==> src/rtl/dense_weight_streamer_pkg.sv <==
// Shared types for the dense-layer weight streamer.
//   ShiftBits           : width of the output shift amount
//   dense_stream_state_e: sequencer states
//   weight_vec_t        : one weight vector at the default lane geometry
package dense_pkg;
  localparam int ShiftBits   = 6;
  localparam int WeightN     = 16;
  localparam int WeightLanes = 4;

  typedef enum logic [1:0] {
    ST_IDLE   = 2'd0,
    ST_STREAM = 2'd1,
    ST_DONE   = 2'd2
  } dense_stream_state_e;

  typedef logic signed [WeightLanes-1:0][WeightN-1:0] weight_vec_t;
endpackage

==> src/rtl/dense_weight_streamer_if.sv <==
// Job, weight-memory and dense-layer stream signals of the weight streamer.
//   slave  : seen from the streamer (job/mem data/ready in, reads/beats out)
//   master : seen from the surroundings (job source, memory, dense layer)
interface dense_weight_streamer_if #(
  parameter int N           = 16,
  parameter int EngineCount = 4,
  parameter int AddrBits    = 12,
  parameter int LenBits     = 12
);
  import dense_pkg::*;

  logic                                 start_i;
  logic [AddrBits-1:0]                  base_addr_i;
  logic [LenBits-1:0]                   length_i;
  logic                                 accum_i;
  logic [ShiftBits-1:0]                 shift_i;
  logic                                 mem_rd_o;
  logic [AddrBits-1:0]                  mem_addr_o;
  logic [EngineCount-1:0][N-1:0]        mem_data_i;
  logic                                 ready_i;
  logic                                 en_o;
  logic signed [EngineCount-1:0][N-1:0] weight_o;
  logic                                 last_o;
  logic                                 accum_o;
  logic [ShiftBits-1:0]                 shift_o;
  logic                                 busy_o;
  logic                                 done_o;

  modport slave (
    input  start_i, base_addr_i, length_i, accum_i, shift_i, mem_data_i, ready_i,
    output mem_rd_o, mem_addr_o, en_o, weight_o, last_o, accum_o, shift_o,
           busy_o, done_o
  );

  modport master (
    output start_i, base_addr_i, length_i, accum_i, shift_i, mem_data_i, ready_i,
    input  mem_rd_o, mem_addr_o, en_o, weight_o, last_o, accum_o, shift_o,
           busy_o, done_o
  );
endinterface

==> src/rtl/dense_weight_streamer_skid_fifo.sv <==
// weight_skid_fifo: 2-entry register FIFO absorbing the memory read latency
// under downstream backpressure.
//   clk_i, rst_i : clock, async active-high reset
//   push_i/data_i: write a word (accepted when not full, or full with a pop)
//   pop_i        : drop the head (ignored when empty)
//   data_o       : head word
//   full_o, valid_o, count_o : occupancy status
module weight_skid_fifo #(
  parameter int W = 64
) (
  input  logic         clk_i,
  input  logic         rst_i,
  input  logic         push_i,
  input  logic         pop_i,
  input  logic [W-1:0] data_i,
  output logic [W-1:0] data_o,
  output logic         full_o,
  output logic         valid_o,
  output logic [1:0]   count_o
);
  logic [1:0][W-1:0] r_mem;
  logic              r_wp, r_rp;
  logic [1:0]        r_count;
  logic              w_push, w_pop;

  assign valid_o = (r_count != 2'd0);
  assign full_o  = (r_count == 2'd2);
  assign count_o = r_count;
  assign data_o  = r_mem[r_rp];

  // A full FIFO may still take a word in the same cycle its head leaves.
  assign w_pop  = pop_i & valid_o;
  assign w_push = push_i & (~full_o | w_pop);

  always_ff @(posedge clk_i or posedge rst_i) begin
    if (rst_i) begin
      r_mem   <= '0;
      r_wp    <= 1'b0;
      r_rp    <= 1'b0;
      r_count <= 2'd0;
    end else begin
      if (w_push) begin
        r_mem[r_wp] <= data_i;
        r_wp        <= ~r_wp;
      end
      if (w_pop) r_rp <= ~r_rp;
      case ({w_push, w_pop})
        2'b10:   r_count <= r_count + 2'd1;
        2'b01:   r_count <= r_count - 2'd1;
        default: r_count <= r_count;
      endcase
    end
  end
endmodule

==> src/rtl/dense_weight_streamer.sv <==
// dense_weight_streamer: reads a run of weight vectors from a synchronous
// weight memory and streams them to the dense layer one beat per cycle,
// with the job's accumulate mode and shift amount.
//   clk_i, rst_i : clock, async active-high reset
//   bus.start_i, base_addr_i, length_i, accum_i, shift_i : job request
//   bus.mem_rd_o, mem_addr_o, mem_data_i : weight memory (1-cycle latency)
//   bus.ready_i, en_o, weight_o, last_o, accum_o, shift_o : dense layer side
//   bus.busy_o, done_o : job status
module dense_weight_streamer
  import dense_pkg::*;
#(
  parameter int N           = 16,
  parameter int EngineCount = 4,
  parameter int AddrBits    = 12,
  parameter int LenBits     = 12
) (
  input logic clk_i,
  input logic rst_i,
  dense_weight_streamer_if.slave bus
);
  localparam int W = N * EngineCount;

  dense_stream_state_e  r_state;
  logic [AddrBits-1:0]  r_base;
  logic [LenBits-1:0]   r_len, r_issued, r_sent;
  logic                 r_accum;
  logic [ShiftBits-1:0] r_shift;
  logic                 r_inflight;

  logic         w_valid, w_full, w_en, w_last, w_rd;
  logic [1:0]   w_count;
  logic [2:0]   w_eff;
  logic [W-1:0] w_head;

  weight_skid_fifo #(.W(W)) u_fifo (
    .clk_i   (clk_i),
    .rst_i   (rst_i),
    .push_i  (r_inflight),
    .pop_i   (w_en),
    .data_i  (bus.mem_data_i),
    .data_o  (w_head),
    .full_o  (w_full),
    .valid_o (w_valid),
    .count_o (w_count)
  );

  assign w_en   = w_valid & bus.ready_i;
  assign w_last = w_valid & (r_sent == r_len - LenBits'(1));

  // Occupancy after this cycle's pop plus the read already in flight; a
  // read is issued only if its data is guaranteed a FIFO slot on arrival.
  // Counting the pop lets a full-rate stream keep one read per cycle.
  assign w_eff = {1'b0, w_count} - {2'b0, w_en} + {2'b0, r_inflight};
  assign w_rd  = (r_state == ST_STREAM) && (r_issued < r_len) &&
                 (w_eff < 3'd2) && (~w_full | w_en);

  assign bus.mem_rd_o   = w_rd;
  assign bus.mem_addr_o = r_base + AddrBits'(r_issued);  // wraps naturally
  assign bus.en_o       = w_en;
  assign bus.weight_o   = w_valid ? w_head : '0;
  assign bus.last_o     = w_last;
  assign bus.accum_o    = r_accum;
  assign bus.shift_o    = r_shift;
  assign bus.busy_o     = (r_state == ST_STREAM);
  assign bus.done_o     = (r_state == ST_DONE);

  always_ff @(posedge clk_i or posedge rst_i) begin
    if (rst_i) begin
      r_state    <= ST_IDLE;
      r_base     <= '0;
      r_len      <= '0;
      r_issued   <= '0;
      r_sent     <= '0;
      r_accum    <= 1'b0;
      r_shift    <= '0;
      r_inflight <= 1'b0;   // drops any response still in the memory pipe
    end else begin
      r_inflight <= w_rd;
      case (r_state)
        ST_IDLE: begin
          if (bus.start_i) begin
            r_base   <= bus.base_addr_i;
            r_len    <= bus.length_i;
            r_accum  <= bus.accum_i;
            r_shift  <= bus.shift_i;
            r_issued <= '0;
            r_sent   <= '0;
            r_state  <= (bus.length_i == '0) ? ST_DONE : ST_STREAM;
          end
        end
        ST_STREAM: begin
          if (w_rd) r_issued <= r_issued + LenBits'(1);
          if (w_en) r_sent   <= r_sent + LenBits'(1);
          if (w_en && w_last) r_state <= ST_DONE;
        end
        default: r_state <= ST_IDLE;
      endcase
    end
  end
endmodule

==> src/flat_wrapper.sv <==
// flat-port wrapper written by rule: the top's interface ports become plain ports
module dense_weight_streamer_flat import dense_pkg::*;
#(
  parameter int N           = 16,
  parameter int EngineCount = 4,
  parameter int AddrBits    = 12,
  parameter int LenBits     = 12
)
  (clk_i, rst_i, bus_start_i, bus_base_addr_i, bus_length_i, bus_accum_i, bus_shift_i, bus_mem_data_i, bus_ready_i, bus_mem_rd_o, bus_mem_addr_o, bus_en_o, bus_weight_o, bus_last_o, bus_accum_o, bus_shift_o, bus_busy_o, bus_done_o);
  dense_weight_streamer_if #(.N(N), .EngineCount(EngineCount), .AddrBits(AddrBits), .LenBits(LenBits)) bus_i ();
  input logic clk_i;
  input logic rst_i;
  input wire logic [$bits(bus_i.start_i)-1:0] bus_start_i;
  input wire logic [$bits(bus_i.base_addr_i)-1:0] bus_base_addr_i;
  input wire logic [$bits(bus_i.length_i)-1:0] bus_length_i;
  input wire logic [$bits(bus_i.accum_i)-1:0] bus_accum_i;
  input wire logic [$bits(bus_i.shift_i)-1:0] bus_shift_i;
  input wire logic [$bits(bus_i.mem_data_i)-1:0] bus_mem_data_i;
  input wire logic [$bits(bus_i.ready_i)-1:0] bus_ready_i;
  output wire logic [$bits(bus_i.mem_rd_o)-1:0] bus_mem_rd_o;
  output wire logic [$bits(bus_i.mem_addr_o)-1:0] bus_mem_addr_o;
  output wire logic [$bits(bus_i.en_o)-1:0] bus_en_o;
  output wire logic [$bits(bus_i.weight_o)-1:0] bus_weight_o;
  output wire logic [$bits(bus_i.last_o)-1:0] bus_last_o;
  output wire logic [$bits(bus_i.accum_o)-1:0] bus_accum_o;
  output wire logic [$bits(bus_i.shift_o)-1:0] bus_shift_o;
  output wire logic [$bits(bus_i.busy_o)-1:0] bus_busy_o;
  output wire logic [$bits(bus_i.done_o)-1:0] bus_done_o;
  assign bus_i.start_i = bus_start_i;
  assign bus_i.base_addr_i = bus_base_addr_i;
  assign bus_i.length_i = bus_length_i;
  assign bus_i.accum_i = bus_accum_i;
  assign bus_i.shift_i = bus_shift_i;
  assign bus_i.mem_data_i = bus_mem_data_i;
  assign bus_i.ready_i = bus_ready_i;
  assign bus_mem_rd_o = bus_i.mem_rd_o;
  assign bus_mem_addr_o = bus_i.mem_addr_o;
  assign bus_en_o = bus_i.en_o;
  assign bus_weight_o = bus_i.weight_o;
  assign bus_last_o = bus_i.last_o;
  assign bus_accum_o = bus_i.accum_o;
  assign bus_shift_o = bus_i.shift_o;
  assign bus_busy_o = bus_i.busy_o;
  assign bus_done_o = bus_i.done_o;
  dense_weight_streamer #(.N(N), .EngineCount(EngineCount), .AddrBits(AddrBits), .LenBits(LenBits)) u_core (.clk_i(clk_i), .rst_i(rst_i), .bus(bus_i));
endmodule
==> config.mk <==
export PLATFORM = sky130hd
export DESIGN_NAME = dense_weight_streamer_flat
export DESIGN_NICKNAME = d
export VERILOG_FILES = /design/src/rtl/dense_weight_streamer_pkg.sv /design/src/rtl/dense_weight_streamer_if.sv /design/src/rtl/dense_weight_streamer_skid_fifo.sv /design/src/rtl/dense_weight_streamer.sv /design/src/flat_wrapper.sv
export SDC_FILE = /design/constraint.sdc
export NUM_CORES = 1
export LEC_CHECK = 0
export ABC_CLOCK_PERIOD_IN_PS = 8119
export CORE_ASPECT_RATIO = 2
export CORE_MARGIN = 5
export CORE_UTILIZATION = 35
export CTS_CLUSTER_DIAMETER = 200
export DETAILED_ROUTE_END_ITERATION = 16
export GPL_TIMING_DRIVEN = 0
export SLEW_MARGIN = 20
export SYNTH_ARGS = -nofsm -noshare
export SYNTH_HDL_FRONTEND = slang
export SYNTH_SLANG_ARGS = --single-unit
==> constraint.sdc <==
create_clock -name clk_i -period 8.12 [get_ports clk_i]
set_clock_uncertainty 0.15 [all_clocks]
set_input_delay 1.218 -clock clk_i [delete_from_list [all_inputs] [get_ports clk_i]]
set_output_delay 1.218 -clock clk_i [all_outputs]
set_load 0.02 [all_outputs]
==> metrics list, run 1 <==
- For this configuration, the core starts out at a cell density of 35.3%.
* Net Sw Power: 2.11 mW
- Standby leakage power: 5.43 nW
- The first detailed-routing pass took 5 iterations.
- Routability-driven placement finished with a final weighted congestion of 0.862.
- Count of buffers from port buffering: 186
- The finished cells cover 12400 um2.
* Final non-filler cell total: 1410
* Maximum fanout along the worst path: 10
- STA classifies the critical path endpoint as an output port.
* Number of standard-cell rows in the floorplan: 85
- The worst hold path belongs to the class reg2reg.
* Startpoint of the most critical setup path: bus_ready_i
- Number of buffers inserted for hold repair after clock tree synthesis: 0
- Unrepaired setup endpoints after global routing: false
- Reg-to-reg startpoint: u_core.u_fifo.count_o[0]
- The area growth from synthesis to layout is 30.8%.
* Total vias in the final route: 6939
* Post-CTS setup buffer count: 0
- Clock input transition at the sequential cells of the worst setup and hold paths: 70 ps
* Min Clock Period, post-route: 5930 ps
- HPWL after DPL: 19300 um
* DR WL/cell: 17.7 um
- Summed over all instances, the cell type with the most area after synthesis is sky130_fd_sc_hd__dfrtp_1.
* Slowest-stage cell, CP: sky130_fd_sc_hd__clkdlybuf4s50_1
- Power density relative to cell area: 425 nW/um2
- Using the TritonRoute via totals, the vias-per-cell ratio works out to 4.92.
- After synthesis the netlist holds a flip-flop and latch count of 190.
- Worst-Skew Late Latency: 450 ps
- Based on the critical path, the design can be clocked at up to 169 MHz.
* Remaining max-slew budget at the tightest pin: 35.3%
- Category of the critical setup timing path: in2out
* Post-route DRC: 0
- By area the synthesized netlist is led by sky130_fd_sc_hd__dfrtp_1 50%, sky130_fd_sc_hd__mux2_2 15%, sky130_fd_sc_hd__mux2i_1 7.2%.
- Sw Ratio: 40.0%
* Top-Level Pins: 187
- Core Area: 26800 um2
- GRT Overall Usage: 16.8%
- Number of pins with negative max-slew slack in the final report: 0
- Critical path data arrival time: 4560 ps
- The internal portion of the total power is 3.16 mW.
- Chip height: 243 um
* Ratio of cells with drive above 1 in the final layout: 16.4%
- Total instance count after detailed placement: 1378
- Among all flip-flop cells after synthesis, the most frequent one is sky130_fd_sc_hd__dfrtp_1.
- The die is 126 um wide.
- Per-instance average area after synthesis: 11.2 um2
* Residual antenna-violating net count after detailed routing: 0
- The clock tree synthesis step divided the H-tree into 4 levels.
- In the layout the commonest cells are 190 x sky130_fd_sc_hd__dfrtp_1, 186 x sky130_fd_sc_hd__clkdlybuf4s50_1, 128 x sky130_fd_sc_hd__mux2_2.
- Number of nets at the end of the flow: 1177
* Delay of the slowest cell on the worst path: 670 ps
* Count of endpoints failing hold in the final timing report: 0
- The via count of the first global-routing pass came to 7436.
- The synthesized design contains 0 enable-type register cells.
* Setup slack of the most critical reg-to-reg path: 4570 ps
- Clock buffer count from CTS: 17
* Fraction of power consumed by the clock network: 15.9%
* Run status: finished, final reports clean
* Mapped Nets: 971
- Clock net sink count: 190
- Synthesis produced a netlist whose cell count is 843.
- DRC violation total after the first TritonRoute iteration: 267
- IR analysis of the VDD net gives a maximum drop of 238 uV.
* Resize count post-CTS: 0
- Data required time at the worst endpoint: 6750 ps
- The root buffer cell chosen for the clock tree is sky130_fd_sc_hd__clkbuf_16.
- Fraction of synthesis flops using an asynchronous set or reset pin: 100%
- Entering global routing, the biggest net connects 99 pins.
- The worst register-to-register path ends at u_core.r_issued[11].
* Syn Std Cell Area: 9470 um2
- In this run the worst setup path terminates at bus_mem_rd_o.
- Setup violations remaining at the end of the flow were counted as 0.
- For the pin with the worst max-slew slack, the measured transition is 967 ps.
* Residual overflow from global routing: 0
* TritonCTS clock tree: built
- Summing all placed instances gives a cell area of 11800 um2.
* Relative contribution of combinational cells to total power: 53.1%
* DRT Wirelength: 25000 um
- Registers are responsible for 31.0% of the overall power.
* Synth warnings: 0
* Number of distinct standard cells referenced by the synthesized netlist: 50
- For the worst flop-to-flop path, the logic depth is 13.
- After synthesis, the largest area contributor takes up 50.2% of total cell area.
* Seq/Total Area, Yosys: 50.2%
- Critical-path cell list: clkdlybuf4s50_1, and2b_2, ha_1, nand2b_1, fa_1, nand2b_1, a21oi_1, nand3_1, a21o_1, clkbuf_1, inv_1, clkdlybuf4s50_1
* Number of max-cap violations: 0
- Period Utilization, post-route: 73.0%
- The repair_antennas step left the layout with diodes totalling 0.
- The library cell used most frequently in the layout, excluding fill and tap cells, is sky130_fd_sc_hd__dfrtp_1.
* CP startpoint kind: input port
- The die covers 30600 um2.
- The number of antenna violations at the first check in global routing was 0.
- The first global-routing pass estimated 40500 um of wire.
* Max clock buf depth: 2
[cells by family after synthesis]
| logic type | Yosys count | synth area share (%) |
|---|---|---|
| fa+ha+maj | 29 | 3.99 |
| flops | 190 | 50.2 |
| xor+xnor | 39 | 3.61 |
| buf+inv | 65 | 2.70 |
| simple gates | 249 | 11.9 |
| compound gates | 74 | 5.02 |
| mux | 197 | 22.6 |
[state kept, by name (all words and copies together), names as in the netlist, 2 cells and up]
| register | count |
|---|---|
| u_core.u_fifo.count_o | 2 |
| u_core.r_sent | 12 |
| u_core.r_issued | 12 |
| u_core.r_state | 2 |
| u_core.r_len | 12 |
| u_core.bus.shift_o | 6 |
| u_core.r_base | 12 |
| u_core.u_fifo.r_mem | 128 |
[worst min-delay path by stage]
| stage | from | endpoint | slack, ps | cells after the start |
|---|---|---|---|---|
| after floorplan | u_core.r_base[0] | u_core.r_base[0] | 300 | 2 |
| after global placement | u_core.bus.shift_o[5] | u_core.bus.shift_o[5] | 310 | 2 |
| after detailed placement | u_core.bus.shift_o[5] | u_core.bus.shift_o[5] | 310 | 2 |
| after CTS | u_core.bus.shift_o[5] | u_core.bus.shift_o[5] | 330 | 2 |
| after global routing | u_core.bus.shift_o[5] | u_core.bus.shift_o[5] | 350 | 2 |
| final | u_core.bus.shift_o[5] | u_core.bus.shift_o[5] | 330 | 2 |
[routing by layer]
metal,share of wire (%),up-vias,track usage (%)
met5,0,-,0
li1,-,3330,-
met2,57,175,32.1
met4,3.0,0,7.08
met1,36,3398,17.5
met3,3.7,36,3.41
[worst max-delay path: cells and delay by family]
| family | cells | cell delay [ps] |
|---|---|---|
| AO/OA/AOI/OAI | 2 | 370 |
| adder cells (fa/ha/maj) | 2 | 790 |
| buffers and inverters | 4 | 1600 |
| AND/OR/NAND/NOR | 4 | 570 |
[layout make-up]
class,count,area [um2]
Clock buffer,18,439
Inverter,26,105
Buffer,39,158
Clock inverter,14,144
Multi-Input combinational cell,588,4460
Sequential cell,190,4750
Fill cell,2595,14400
Timing Repair Buffer,187,1890
Tap cell,348,435
[power by group through the flow]
stage	Combinational (mW)	Clock, mW	Sequential [mW]
after detailed placement	2.85	0	1.65
final	2.80	0.836	1.63
after global placement	2.82	0	1.63
after floorplan	1.76	0	1.60
after global routing	3.05	0.904	1.69
after CTS	2.86	0.866	1.63
[through the flow]
stage | setup TNS (ps) | power [mW] | worst slack [ps] | hold WS, ps | util, %
after floorplan | 0 | 3.36 | 1580 | 300 | -
after global placement | -213870 | 4.45 | -1160 | 309 | 43.9
after detailed placement | 0 | 4.50 | 2200 | 313 | 44.0
after CTS | 0 | 5.36 | 2190 | 332 | 46.2
after global routing | 0 | 5.65 | 1960 | 353 | 46.2
final | 0 | 5.27 | 2190 | 328 | 46.2
[synthesized netlist by cell type (all sizes together), types with 3 or more instances]
cell / n
o21ai: 30
a311oi: 3
nor2: 88
nand4: 6
nor3: 8
xnor2: 22
mux2: 129
nor4: 9
inv: 26
a211oi: 4
dfrtp: 190
a21oi: 17
buf: 6
ha: 27
nand2b: 5
a21o: 4
nand3: 15
nand2: 87
and3: 3
xor2: 17
and2: 4
or3: 13
o31ai: 3
clkbuf: 33
mux2i: 68
or4: 3
nor2b: 4
Note: power is estimated with default switching activity, not from simulation.
==> inputs of run 2 (changes only) <==
- ABC_CLOCK_PERIOD_IN_PS: 8119 -> 5700
- clock period: 8.12 -> 5.7 ns (I/O delays scaled with it)
==> metrics list, run 2 (synthesized netlist as in run 1, its figures left out) <==
* Power density relative to cell area: 603 nW/um2
* Chip height: 243 um
- Period Utilization, post-route: 92.1%
- After detailed routing, the number of vias per cell comes to 4.93.
- Commonest cells after routing, fill and taps aside: 190 x sky130_fd_sc_hd__dfrtp_1, 186 x sky130_fd_sc_hd__clkdlybuf4s50_1, 128 x sky130_fd_sc_hd__mux2_2
* HPWL after DPL: 19500 um
* Crit. End Element: output port
- For this run the aggregate overflow at the end of global routing stands at 0.
- In the routed design, unresolved DRC markers number 0.
- After the first detailed-routing iteration, the DRC count stood at 221.
- Number of buffers inserted for hold repair after clock tree synthesis: 0
- WHS: 332 ps
* Iteration count of the initial detailed-routing pass: 4
* Remaining max-slew budget at the tightest pin: 32.4%
- The die covers 30600 um2.
* Transition time at the pin with the least slew margin: 1010 ps
* Clock input transition at the sequential cells of the worst setup and hold paths: 70 ps
* Number of nets at the end of the flow: 1182
* Setup TNS after final layout: 0 ps
* Final total power: 7.52 mW
- Across the whole layout, storage elements account for 4750 um2.
* Top-Level Pins: 187
- Ratio of cells with drive above 1 in the final layout: 16.6%
- At the end of routability-driven placement, the weighted congestion stood at 0.851.
* Unrepaired setup endpoints after global routing: false
- Number of max-cap violations: 0
* Critical-path cell list: clkdlybuf4s50_1, and2b_2, ha_1, nand2b_1, fa_1, nand2b_1, a21oi_1, nand3_1, a21o_1, clkbuf_1, inv_1, clkdlybuf4s50_1
- Fill cells in the final layout number 2568.
- The total count of max-transition violations in the final report was 0.
- The critical path is of the in2out type.
* Core Area: 26800 um2
- Data required time at the worst endpoint: 4700 ps
- Post-Layout Inst Area: 12500 um2
- The register with the most flip-flops in the layout has 128 of them.
- Max clock buf depth: 2
- Data on the critical path arrives at its endpoint at 4240 ps.
* Placement-stage cell area: 11900 um2
* Residual antenna-violating net count after detailed routing: 0
- The flow ran to the end, and the final reports show no timing, DRC or antenna violations.
- The clock tree synthesis step divided the H-tree into 4 levels.
* Starting Density: 35.3%
- Maximum number of pins on one net before global-route repair: 35
- In the final routed layout, each cell accounts on average for 17.8 um.
- In the final layout, the multi-input gates occupy 4460 um2.
- Summed over all cells, the static leakage comes to 5.46 nW.
- Resize count post-CTS: 0
* Clock buffer count from CTS: 17
* Max VDD drop: 291 uV
* CP startpoint kind: input port
* Initial antenna violation count: 1
- The final hold violation count came to 0.
- For this run, the slowest stage of the critical path takes 670 ps.
- TritonCTS clock tree: built
* Maximum fanout along the worst path: 10
- The first global-routing pass estimated 40500 um of wire.
- The floorplan step set the die width to 126 um.
- Final non-filler cell total: 1415
* Maximum clock rate: 190 MHz
- Count of buffers from port buffering: 186
- Post-CTS setup buffer count: 0
- The clock drives 190 sinks.
* Min Clock Period, post-route: 5250 ps
* Number of global-route vias before repair: 7443
- The root buffer cell chosen for the clock tree is sky130_fd_sc_hd__clkbuf_16.
* Worst-Skew Late Latency: 440 ps
- Commonest non-fill, non-tap cell in the layout: sky130_fd_sc_hd__dfrtp_1
- Slowest-stage cell, CP: sky130_fd_sc_hd__clkdlybuf4s50_1
- Total instance count after detailed placement: 1383
- Register with the most flip-flops: u_core.u_fifo.r_mem
- Number of standard-cell rows in the floorplan: 85
- Setup violations remaining at the end of the flow were counted as 0.
- The detailed router placed 6980 vias in this run.
- DRT Wirelength: 25200 um
- Hold/Removal Path Class: reg2reg
* Growth of design area from synthesis to finish: 31.8%
- GRT Overall Usage: 16.8%
run 2: changes by cell type in the layout (fill, tap and decap cells not counted):
| cell | change |
|---|---|
| sky130_fd_sc_hd__buf_12 | +5 |
| sky130_fd_sc_hd__diode_2 | +1 |
| sky130_fd_sc_hd__clkinv_4 | -1 |
| sky130_fd_sc_hd__clkbuf_8 | +1 |
| sky130_fd_sc_hd__clkinv_2 | -1 |
| sky130_fd_sc_hd__inv_6 | +1 |
| sky130_fd_sc_hd__clkinv_8 | -2 |
| sky130_fd_sc_hd__clkinvlp_4 | +2 |
| sky130_fd_sc_hd__clkbuf_1 | +1 |
| sky130_fd_sc_hd__inv_8 | -3 |
| sky130_fd_sc_hd__bufinv_16 | +1 |
run 2: stage by stage:
step	worst slack (ps)	util, %
after global placement	483	43.9
final	451	46.6
after floorplan	1800	-
after CTS	417	46.5
after detailed placement	430	44.4
after global routing	204	46.6
run 2: final cells by class:
class	instances	area share, %
plain buffers	39	1.26
diodes	1	0.0201
inverters	26	0.812
repair buffers	192	15.9
clock inverters	11	0.973
well taps	348	3.49
flip-flops and latches	190	38.1
multi-input cells	588	35.7
clock buffers	20	3.66
run 2: worst paths after layout:
path / startpoint / to / slack [ps] / cells past startpoint
worst max-delay path: bus_ready_i / bus_mem_rd_o / 450 / 12
worst min-delay path: u_core.r_base[0] / u_core.r_base[0] / 330 / 2
worst max register to register: u_core.u_fifo.count_o[0] / u_core.r_issued[11] / 2160 / 13
worst min register to register: u_core.r_base[0] / u_core.r_base[0] / 330 / 2
max in group asynchronous: rst_i / u_core.u_fifo.r_mem[38] / 3750 / 5
min in group asynchronous: rst_i / u_core.u_fifo.r_mem[58] / 650 / 2
run 2: worst max-delay path, delay by kind of cell:
family / cells / cell delay, ps
adders and majority gates: 2 / 790
AOI/OAI and AO/OA: 2 / 380
buffers and inverters: 4 / 1630
and+or+nand+nor: 4 / 580
run 2: power by group:
group	switching, mW	total, mW	internal, mW	leakage (nW)
combinational	2.04	3.99	1.95	2.86
sequential	0.363	2.33	1.97	2.32
clock	0.562	1.20	0.639	0.282
run 2: metal layers:
metal / up-vias / part of all wire [%] / GRT usage [%]
met5: - / 0 / 0
met4: 0 / 2.2 / 5.78
met3: 27 / 3.9 / 3.32
met2: 174 / 58 / 33.3
met1: 3432 / 36 / 17.0
li1: 3347 / - / -
==> inputs of run 3 (changes only) <==
- SYNTH_HIERARCHICAL: default -> 1
==> metrics list, run 3 <==
* Run status: finished, final reports clean
* CTS H-tree depth: 4
- Endpoint of the worst hold-timing path: u_core/bus.shift_o[2]
* Internal portion of total power: 5.06 mW
- Register with the most flip-flops: u_core/u_fifo/r_mem
- Iteration count of the initial detailed-routing pass: 5
- Unrepaired setup endpoints after global routing: false
- Final non-filler cell total: 1453
- Residual overflow from global routing: 0
- Maximum clock rate: 184 MHz
- Maximum number of pins on one net before global-route repair: 103
- Across every metal layer, demand over resource in global routing totals 16.5%.
- Fraction of synthesis flops using an asynchronous set or reset pin: 100%
* Setup TNS after final layout: 0 ps
- DRT Wirelength: 27300 um
- The path class of the tightest hold or removal check is reg2reg.
- In the post-synthesis netlist, the cell with the most instances is sky130_fd_sc_hd__dfrtp_1.
- In this run the register-to-register setup slack is 1760 ps.
- The synthesized design contains 0 enable-type register cells.
- The first routing iteration left 292 violations.
- Summed over all cells, the static leakage comes to 5.74 nW.
* Number of buffers inserted for hold repair after clock tree synthesis: 0
- Data arrives at the worst endpoint at 4440 ps.
* Reg-to-reg startpoint: u_core/u_fifo/count_o[0]
- Setup violations remaining at the end of the flow were counted as 0.
- Ratio of cells with drive above 1 in the final layout: 23.0%
* Post-Synthesis Cells: 873
* DR WL/cell: 18.8 um
- At the end of routability-driven placement, the weighted congestion stood at 0.827.
- Counting flops and latches in the post-synthesis netlist gives 190.
* Power density relative to cell area: 620 nW/um2
* Period Utilization, post-route: 95.5%
- Total instance count after detailed placement: 1421
* Number of diodes: 0
- Most instantiated flip-flop cell in the synthesis netlist: sky130_fd_sc_hd__dfrtp_1
- Residual antenna-violating net count after detailed routing: 0
- Hold path start: u_core/bus.shift_o[2]
- VDD sags by at most 393 uV.
* Number of distinct standard cells referenced by the synthesized netlist: 57
* Seq/Total Area, Yosys: 46.3%
- Area share of the leading cell type in the synthesized netlist: 46.3%
* Mapped Nets: 1001
* Final total power: 8.21 mW
- Cell types with the largest area share after synthesis: sky130_fd_sc_hd__dfrtp_1 46%, sky130_fd_sc_hd__mux2_2 14%, sky130_fd_sc_hd__mux2_4 8.8%
- For this design, the sink count on the clock tree is 190.
- In this run the count of I/O pins placed on the die edge is 187.
- Resize count post-CTS: 0
- Number of nets at the end of the flow: 1208
- Count of endpoints failing hold in the final timing report: 0
- Summed over all nets, the switching power comes to 3.15 mW.
- Per-instance average area after synthesis: 11.8 um2
- Data required time at the worst endpoint: 4700 ps
- Measured against its own limit, the worst slew margin works out to 42.5%.
- Max-cap violations in this run came to 0.
- Minimum setup slack in the final design: 257 ps
* Critical register-to-register path endpoint: u_core/r_issued[11]
- The number of cells on the worst reg-to-reg path is 12.
- From synthesis to final layout, the design area changed by 29.0%.
- Number of global-route vias before repair: 7827
* Worst-Skew Late Latency: 450 ps
* Number of standard-cell rows in the floorplan: 88
- The total count of max-transition violations in the final report was 0.
* Total Die Area: 33100 um2
* Maximum fanout along the worst path: 7
- Combinational logic burns 56.0% of the power.
* Worst hold path cell count: 2
- Core Area: 29000 um2
* Max FFs per register: 128
- Commonest non-fill, non-tap cell in the layout: sky130_fd_sc_hd__dfrtp_1
- Clock input transition at the sequential cells of the worst setup and hold paths: 70 ps
- Subtracting the final worst setup slack from the clock period gives 5440 ps.
- The clock network is responsible for 14.9% of the overall power.
- Total vias in the final route: 7237
- Sw Ratio: 38.4%
- Post-synthesis cell type with the largest combined area: sky130_fd_sc_hd__dfrtp_1
- STA classifies the critical path startpoint as an input port.
* Post-route DRC: 0
- Buffer cell driving the clock tree root: sky130_fd_sc_hd__clkbuf_16
* Via density per instance: 4.98
* Commonest cells after routing, fill and taps aside: 190 x sky130_fd_sc_hd__dfrtp_1, 186 x sky130_fd_sc_hd__clkdlybuf4s50_1, 126 x sky130_fd_sc_hd__mux2_2
* Max clock buf depth: 2
* Starting Density: 35.5%
* Pre-CTS setup slack: 69.0 ps
- The number of antenna violations at the first check in global routing came to 0.
- At the pin with the least slew margin, the transition time is 855 ps.
* Post-CTS setup buffer count: 0
* HPWL after DPL: 20600 um
* Category of the critical setup timing path: in2out
- Clock buffer count from CTS: 17
* Chip Width: 131 um
- Syn Std Cell Area: 10300 um2
- The floorplan step set the die height to 252 um.
- Global-route wire length before repair: 43300 um
- Sequential cell fraction of total power: 29.0%
- Leading cell types by count after synthesis: 190 x sky130_fd_sc_hd__dfrtp_1, 126 x sky130_fd_sc_hd__mux2_2, 95 x sky130_fd_sc_hd__nand2_1
- During synthesis, Yosys emitted a total of 6 warnings.
- TritonCTS built the clock tree.
- Count of buffers from port buffering: 186
* Crit. End Element: output port
-- run 3: cell count changes after synthesis, sizes merged, moves of 13 or more --
cell / delta
and2: +64
mux2: +63
nor2: -63
mux2i: -56
buf: +13
-- run 3: worst max-delay path by stage --
stage,from,end,slack [ps],cells past startpoint
after floorplan,rst_i,u_core/u_fifo/count_o[0],1170,1
after global placement,rst_i,u_core/u_fifo/r_mem[30],-830,2
after detailed placement,bus_ready_i,bus_mem_rd_o,70,10
after CTS,u_core/u_fifo/count_o[0],bus_mem_rd_o,20,10
after global routing,u_core/u_fifo/count_o[0],bus_mem_rd_o,50,10
final,bus_ready_i,bus_mem_rd_o,260,10
-- run 3: area by class of cell --
class                   instances  area (um2)
fillers                      2775       15700
clock inverters                15         174
repair buffers                188        1920
well taps                     360         450
multi-input cells             613        5130
clock buffers                  17         425
plain buffers                  43         295
inverters                      27         111
flip-flops and latches        190        4750
-- run 3: critical path, cell delays in order --
cell                              delay, ps
sky130_fd_sc_hd__clkdlybuf4s50_1        510
sky130_fd_sc_hd__nand2_1                160
sky130_fd_sc_hd__inv_1                  200
sky130_fd_sc_hd__ha_1                   260
sky130_fd_sc_hd__nor2b_1                130
sky130_fd_sc_hd__fa_1                   420
sky130_fd_sc_hd__a211o_1                310
sky130_fd_sc_hd__a2111oi_4              510
sky130_fd_sc_hd__a21boi_2               390
sky130_fd_sc_hd__clkdlybuf4s50_1        670
-- run 3: per-layer routing --
metal	share of wire, %	global-route usage [%]	wire [um]
met1	37	17.1	10100
met2	56	31.6	15200
met3	3.6	3.47	988
met5	0	0	0
met4	3.5	7.07	956
-- run 3: power groups by stage --
stage / Sequential [mW] / Clock (mW) / Combinational [mW]
after floorplan: 2.31 / 0 / 3.03
after global placement: 2.38 / 0 / 4.61
after detailed placement: 2.41 / 0 / 4.64
after CTS: 2.39 / 1.27 / 4.68
after global routing: 2.46 / 1.32 / 4.96
final: 2.39 / 1.23 / 4.60
-- run 3: cells by family after synthesis --
group / after synthesis / synth area share, %
buffers and inverters: 70 / 3.86
and+or+nand+nor: 268 / 13.7
xor gates and xnor gates: 42 / 3.58
DFF: 190 / 46.3
AOI/OAI and AO/OA: 70 / 4.52
adders and majority gates: 29 / 3.68
muxes: 204 / 24.4
-- run 3: stage by stage --
stage / instance area, um2 / util [%] / hold slack (ps)
5_1_grt: 13300 / 45.8 / 348
6_report: 13300 / 45.8 / 328
2_1_floorplan: 10300 / - / 302
3_3_place_gp: 12600 / 43.5 / 312
3_5_place_dp: 12700 / 43.7 / 315
4_1_cts: 13300 / 45.8 / 334
